File: src/rtl/sniffer_pkg.sv
// Shared definitions for the data sniffer blocks.
// Holds the ASCII constants used for byte classification, the state
// encoding of the shift controller and the digit/whitespace helpers.
package sniffer_pkg;

  localparam logic [7:0] ASCII_0   = 8'h30;
  localparam logic [7:0] ASCII_9   = 8'h39;
  localparam logic [7:0] ASCII_SP  = 8'h20;
  localparam logic [7:0] ASCII_TAB = 8'h09;
  localparam logic [7:0] ASCII_LF  = 8'h0A;
  localparam logic [7:0] ASCII_CR  = 8'h0D;

  typedef enum logic [1:0] {
    IDLE  = 2'd0,
    SHIFT = 2'd1,
    FLUSH = 2'd2
  } state_e;

  // True for the decimal digits '0'..'9'.
  function automatic logic is_digit(input logic [7:0] b);
    return (b >= ASCII_0) && (b <= ASCII_9);
  endfunction

  // True for space, tab, line feed and carriage return.
  function automatic logic is_white(input logic [7:0] b);
    return (b == ASCII_SP) || (b == ASCII_TAB) ||
           (b == ASCII_LF) || (b == ASCII_CR);
  endfunction

endpackage

File: src/rtl/sniffer_char_classifier.sv
// Combinational byte classifier shared by the sniffer blocks.
// Ports:
//   data       - byte to classify
//   num_flag   - byte is an ASCII decimal digit
//   white_flag - byte is space, tab, LF or CR
// A byte that is neither yields both flags low.
module sniffer_char_classifier
  import sniffer_pkg::*;
(
  input  logic [7:0] data,
  output logic       num_flag,
  output logic       white_flag
);

  assign num_flag   = is_digit(data);
  assign white_flag = is_white(data);

endmodule

File: src/rtl/sniffer_shift_ctrl.sv
// Sequencer for the byte shift-register chain of the data sniffer.
// Accepts bytes over a valid/ready handshake, drives the chain's shared
// enable/data/flag inputs, tracks how many valid bytes the chain holds and
// reports each completed run of decimal digits. A flush pushes DEPTH
// whitespace bytes through the chain to empty it.
// Ports:
//   clk, rst        - clock (rising edge), asynchronous active-high reset
//   in_data/in_valid/in_ready - byte input handshake
//   flush_req       - level request for a flush, sampled in IDLE
//   sr_en, sr_data, sr_is_number, sr_is_white - chain head drive
//   fill_count      - valid bytes in the chain, saturating at DEPTH
//   num_found, num_len, num_overflow - one-cycle digit-run report
//   busy            - controller is not idle
module sniffer_shift_ctrl
  import sniffer_pkg::*;
#(
  parameter int          DEPTH      = 8,
  parameter logic [7:0]  FLUSH_CHAR = 8'h20
) (
  input  logic                         clk,
  input  logic                         rst,
  input  logic [7:0]                   in_data,
  input  logic                         in_valid,
  output logic                         in_ready,
  input  logic                         flush_req,
  output logic                         sr_en,
  output logic [7:0]                   sr_data,
  output logic                         sr_is_number,
  output logic                         sr_is_white,
  output logic [$clog2(DEPTH+1)-1:0]   fill_count,
  output logic                         num_found,
  output logic [$clog2(DEPTH+1)-1:0]   num_len,
  output logic                         num_overflow,
  output logic                         busy
);

  localparam int FILL_W = $clog2(DEPTH + 1);
  // One extra code above DEPTH marks a run that overflowed the chain.
  localparam int RUN_W  = $clog2(DEPTH + 2);

  state_e              state_r;
  state_e              next_state_s;
  logic [FILL_W-1:0]   flush_cnt_r;
  logic [RUN_W-1:0]    run_len_r;
  logic                in_is_num_s;
  logic                in_is_white_s;
  logic                accept_s;

  sniffer_char_classifier u_classifier (
    .data       (in_data),
    .num_flag   (in_is_num_s),
    .white_flag (in_is_white_s)
  );

  // Flush takes priority over data: a pending flush blocks acceptance.
  assign in_ready = (state_r == IDLE) && !flush_req;
  assign accept_s = in_valid && in_ready;
  assign busy     = (state_r != IDLE);

  // Next-state decode.
  always_comb begin
    next_state_s = state_r;
    case (state_r)
      IDLE: begin
        if (accept_s) begin
          next_state_s = SHIFT;
        end else if (flush_req) begin
          next_state_s = FLUSH;
        end else begin
          next_state_s = IDLE;
        end
      end
      SHIFT: next_state_s = IDLE;
      FLUSH: begin
        // Counter holds the enable cycles still to go, including this one.
        if (flush_cnt_r <= FILL_W'(1)) begin
          next_state_s = IDLE;
        end else begin
          next_state_s = FLUSH;
        end
      end
      default: next_state_s = IDLE;
    endcase
  end

  // State, flush counter and chain-head drive registers.
  always_ff @(posedge clk or posedge rst) begin
    if (rst) begin
      state_r      <= IDLE;
      flush_cnt_r  <= {FILL_W{1'b0}};
      sr_en        <= 1'b0;
      sr_data      <= 8'h00;
      sr_is_number <= 1'b0;
      sr_is_white  <= 1'b0;
    end else begin
      state_r <= next_state_s;
      // Enable is high in every non-idle cycle: one SHIFT or DEPTH FLUSH cycles.
      sr_en   <= (next_state_s != IDLE);
      case (state_r)
        IDLE: begin
          if (accept_s) begin
            sr_data      <= in_data;
            sr_is_number <= in_is_num_s;
            sr_is_white  <= in_is_white_s;
          end else if (flush_req) begin
            sr_data      <= FLUSH_CHAR;
            sr_is_number <= 1'b0;
            sr_is_white  <= 1'b1;
            flush_cnt_r  <= FILL_W'(DEPTH);
          end
        end
        FLUSH: begin
          flush_cnt_r <= flush_cnt_r - FILL_W'(1);
        end
        default: begin
          flush_cnt_r <= flush_cnt_r;
        end
      endcase
    end
  end

  // Chain fill tracking: count shifts, clear once a flush has emptied it.
  always_ff @(posedge clk or posedge rst) begin
    if (rst) begin
      fill_count <= {FILL_W{1'b0}};
    end else if (state_r == SHIFT) begin
      if (fill_count < FILL_W'(DEPTH)) begin
        fill_count <= fill_count + FILL_W'(1);
      end
    end else if ((state_r == FLUSH) && (next_state_s == IDLE)) begin
      fill_count <= {FILL_W{1'b0}};
    end
  end

  // Digit-run tracking on every byte entering the chain; a non-digit
  // closes an open run and reports it in the following cycle.
  always_ff @(posedge clk or posedge rst) begin
    if (rst) begin
      run_len_r    <= {RUN_W{1'b0}};
      num_found    <= 1'b0;
      num_len      <= {FILL_W{1'b0}};
      num_overflow <= 1'b0;
    end else if (sr_en) begin
      if (sr_is_number) begin
        num_found <= 1'b0;
        if (run_len_r <= RUN_W'(DEPTH)) begin
          run_len_r <= run_len_r + RUN_W'(1);
        end
      end else if (run_len_r != {RUN_W{1'b0}}) begin
        num_found    <= 1'b1;
        num_overflow <= (run_len_r > RUN_W'(DEPTH));
        if (run_len_r > RUN_W'(DEPTH)) begin
          num_len <= FILL_W'(DEPTH);
        end else begin
          num_len <= run_len_r[FILL_W-1:0];
        end
        run_len_r <= {RUN_W{1'b0}};
      end else begin
        num_found <= 1'b0;
      end
    end else begin
      num_found <= 1'b0;
    end
  end

endmodule

File: config.mk
export PLATFORM = sky130hd
export DESIGN_NAME = sniffer_shift_ctrl
export DESIGN_NICKNAME = d
export VERILOG_FILES = /design/src/rtl/sniffer_pkg.sv /design/src/rtl/sniffer_char_classifier.sv /design/src/rtl/sniffer_shift_ctrl.sv
export SDC_FILE = /design/constraint.sdc
export NUM_CORES = 1
export LEC_CHECK = 0
export ABC_AREA = 1
export CELL_PAD_IN_SITES_DETAIL_PLACEMENT = 1
export CELL_PAD_IN_SITES_GLOBAL_PLACEMENT = 2
export CORE_MARGIN = 2
export CORE_UTILIZATION = 25
export CTS_CLUSTER_DIAMETER = 120
export DETAILED_ROUTE_END_ITERATION = 8
export GPL_ROUTABILITY_DRIVEN = 0
export PLACE_DENSITY = 0.75
export SLEW_MARGIN = 20
export SYNTH_ARGS = -nofsm -noshare
export SYNTH_HDL_FRONTEND = slang
export SYNTH_HIERARCHICAL = 1
export SYNTH_SLANG_ARGS = --single-unit
File: constraint.sdc
create_clock -name clk -period 1.2 [get_ports clk]
set_input_delay 0.12 -clock clk [delete_from_list [all_inputs] [get_ports clk]]
set_output_delay 0.12 -clock clk [all_outputs]
set_load 0.03 [all_outputs]
==> metrics.md <==
| Metric | Value |
|---|---|
| Result of the run | finished, violations left |
| Failing checks | negative setup slack |
| Crit path arrival time | 1.21 ns |
| Synthesized area divided by synthesized cell count | 8.29 um2 |
| Static Leak | 1.16 nW |
| Total number of vias | 1449 |
| Seq cells post-synth | 31 |
| Post-route clock period utilization | 111% |
| Worst max-slew margin expressed relative to the limit | 78.7% |
| DR vias/cell | 4.53 |
| Clk Tree Root Cell | sky130_fd_sc_hd__clkbuf_8 |
| Number of flops mapped to enable cells by yosys | 0 |
| Routed length per placed instance | 12.9 um |
| Slew of the pin with the lowest slew margin | 0.319 ns |
| Vias in the first global route | 1376 |
| IO Port Bufs | 34 |
| Initial antenna violation count | 0 |
| Most instantiated flip-flop cell in the synthesis netlist | sky130_fd_sc_hd__dfrtp_1 |
| Number of hold buffers added after CTS | 0 |
| Sequential element share of the synthesized area | 52.6% |
| Initial Utilization | 26.3% |
| DR pass1 iterations | 2 |
| GRT Overall Usage | 13.0% |
| Min-delay worst type | in -> async |
| Power, Total | 5.21 mW |
| Remaining DRCs | 0 |
| Die outline width | 80.8 um |
| Area grow syn2layout | 63.0% |
| Post-route antenna net violation count | 0 |
| Synth area leader | sky130_fd_sc_hd__dfrtp_1 |
| Commonest cells post-synth | sky130_fd_sc_hd__nand2_1, sky130_fd_sc_hd__dfrtp_1, sky130_fd_sc_hd__inv_1 |
| Clock buffer count from CTS | 5 |
| Total wire length | 4.12 mm |
| Kind of start point of the critical path | flop |
| Largest fanout on the critical path | 2 |
| Antenna Cells | 0 |
| Startpoint-to-endpoint class of the critical path | reg -> out |
| Highest achievable clock rate | 0.749 GHz |
| Clock Skew | 0.00437 ns |
| Post-route setup TNS | -0.531 ns |
| Required time at the worst-slack endpoint | 1.08 ns |
| Critical path endpoint category | output pin |
| Fraction of final layout cells sized beyond drive strength 1 | 33.9% |
| Count of routing violations after the opening detailed-route iteration | 16 |
| Share of flip-flops with an asynchronous set or reset after synthesis | 100% |
| Net count after synthesis | 195 |
| Number of nets in the final layout | 264 |
| Main area contributors after synthesis | sky130_fd_sc_hd__dfrtp_1, sky130_fd_sc_hd__nand2_1, sky130_fd_sc_hd__inv_1 |
| Vert. Die Dim | 80.8 um |
| CTS tree | yes |
| Yosys cell types | 22 |
| HPWL after DPL | 2.91 mm |
| Setup repair after global routing missed its margin | yes |
| Share of Yosys cell area claimed by the top area cell type | 52.6% |
| Setup slack of the critical path after layout | -0.135 ns |
| Synthesis Warnings | 6 |
| Power density over the cells | 2170 nW/um2 |
| Number of placed I/O pins | 35 |
| Worst ir drop on vdd | 0.000663 V |
| Max Buffers Root-to-Sink | 2 |
| Area of the core region | 5610 um2 |
| Clock period minus worst slack | 1.33 ns |
| Final-report setup violation count | 7 |
| Overflow after GRT | 0 |
| Final Hold Viols | 0 |
| Post-Synthesis Cell Area | 1480 um2 |
| DIE AREA | 6530 um2 |
| Level count of the clock H-tree | 2 |
| Pre-CTS setup slack | -0.141 ns |
| Number of standard cells after synthesis | 178 |
| CTS sink cnt | 31 |
| Global-route wire length before repair | 6.37 mm |
| Max-cap check violation count | 0 |
| Number of slew-limit violations in the final report | 0 |
| End-of-flow core utilization | 42.9% |
| Clock transition at the registers of the reported paths | 0.06 ns |
| Leading cell type by number of instances after synthesis | sky130_fd_sc_hd__nand2_1 |
| Rows | 27 |
| Pin count of the biggest net entering global routing | 32 |
| Worst-skew pair later-pin latency | 0.28 ns |
-- final timing paths --
path                       cells past startpoint  slack, ns            from            end
setup / recovery                               5      -0.13      state_r[0]       in_ready
setup reg to reg                               7      -0.08  flush_cnt_r[0]  fill_count[2]
hold reg to reg                                2       0.50      sr_data[2]     sr_data[2]
min in group clk                               3       0.40      in_data[2]     sr_data[2]
max in group asynchronous                      3       0.83             rst     state_r[0]
hold / removal                                 3       0.18             rst  fill_count[2]
-- sequential cells by signal, summed over array words and instances, names as in the netlist --
name	cells
sr_is_white	1
fill_count	4
run_len_r	4
num_overflow	1
num_found	1
sr_is_number	1
sr_en	1
state_r	2
sr_data	8
flush_cnt_r	4
num_len	4
-- cells in the final DEF, fill, tap and decap left out, types with 3 or more instances in the layout --
| cell type | n |
|---|---|
| sky130_fd_sc_hd__nand2_1 | 43 |
| sky130_fd_sc_hd__dfrtp_1 | 29 |
| sky130_fd_sc_hd__buf_4 | 25 |
| sky130_fd_sc_hd__inv_1 | 20 |
| sky130_fd_sc_hd__clkdlybuf4s50_1 | 11 |
| sky130_fd_sc_hd__nor2_1 | 10 |
| sky130_fd_sc_hd__o21ai_0 | 10 |
| sky130_fd_sc_hd__clkdlybuf4s15_1 | 9 |
| sky130_fd_sc_hd__nand3_1 | 7 |
| sky130_fd_sc_hd__inv_2 | 7 |
| sky130_fd_sc_hd__o21ai_1 | 6 |
| sky130_fd_sc_hd__buf_6 | 6 |
| sky130_fd_sc_hd__nand4_1 | 5 |
| sky130_fd_sc_hd__clkbuf_8 | 5 |
| sky130_fd_sc_hd__dlygate4sd2_1 | 5 |
| sky130_fd_sc_hd__nor2_4 | 4 |
| sky130_fd_sc_hd__nor2_2 | 4 |
| sky130_fd_sc_hd__nand2_2 | 4 |
| sky130_fd_sc_hd__ha_4 | 4 |
| sky130_fd_sc_hd__nand3_4 | 3 |
| sky130_fd_sc_hd__o21ai_2 | 3 |
| sky130_fd_sc_hd__a21oi_1 | 3 |
| sky130_fd_sc_hd__clkbuf_2 | 3 |
-- per-stage QoR --
stage          cell area [um2]  hold WS [ns]  std cells
6_report                  2400         0.183        320
5_1_grt                   2400         0.199        320
4_1_cts                   2200         0.190        315
3_5_place_dp              2050         0.478        302
3_3_place_gp              2050         0.464        302
2_1_floorplan             1480         0.223        178
-- report_power, final --
group | switching, mW | total [mW] | leakage [nW] | internal (mW)
clock | 0.382 | 0.788 | 0.0422 | 0.406
sequential | 0.265 | 1.63 | 0.401 | 1.37
combinational | 1.57 | 2.79 | 0.715 | 1.22
total | 2.22 | 5.21 | 1.16 | 2.99
-- per-layer routing --
metal  vias to the layer above  global-route usage (%)  wire (um)
li1                        711                       -          -
met1                       694                    15.3       1690
met3                        12                    4.78        231
met2                        32                    21.4       2100
met4                         0                    5.42         97
met5                         -                       0          0
-- layout make-up --
cell class | count | area, um2
Tap cell | 72 | 90.1
Fill cell | 675 | 3200
Inverter | 29 | 116
Sequential cell | 31 | 778
Clock inverter | 1 | 5.00
Multi-Input combinational cell | 117 | 768
Clock buffer | 7 | 76.3
Timing Repair inverter | 1 | 5.00
Timing Repair Buffer | 62 | 566
-- timing repair --
| item | in CTS | in global routing |
|---|---|---|
| endpoints found under the setup margin | 34 | 40 |
| resized for setup | 37 | 57 |
| pin swaps | 7 | 8 |
| gates cloned | 0 | 1 |
| setup buffers | 5 | 4 |
-- worst max-delay path, cell delays in order (launching register included) --
cell and delay, ns:
sky130_fd_sc_hd__dfrtp_2 0.42, sky130_fd_sc_hd__nor2_4 0.14, sky130_fd_sc_hd__inv_4 0.05, sky130_fd_sc_hd__nor2_4 0.10, sky130_fd_sc_hd__buf_6 0.10, sky130_fd_sc_hd__buf_6 0.11
-- cells by family after synthesis --
| group | synth area share [%] |
|---|---|
| AND/OR/NAND/NOR | 24.6 |
| flip-flops | 52.6 |
| buffers and inverters | 7.89 |
| AO/OA/AOI/OAI | 10.1 |
| adder cells (fa/ha/maj) | 4.24 |
| XOR/XNOR | 0.594 |
Power figures use the tool's default switching activity.
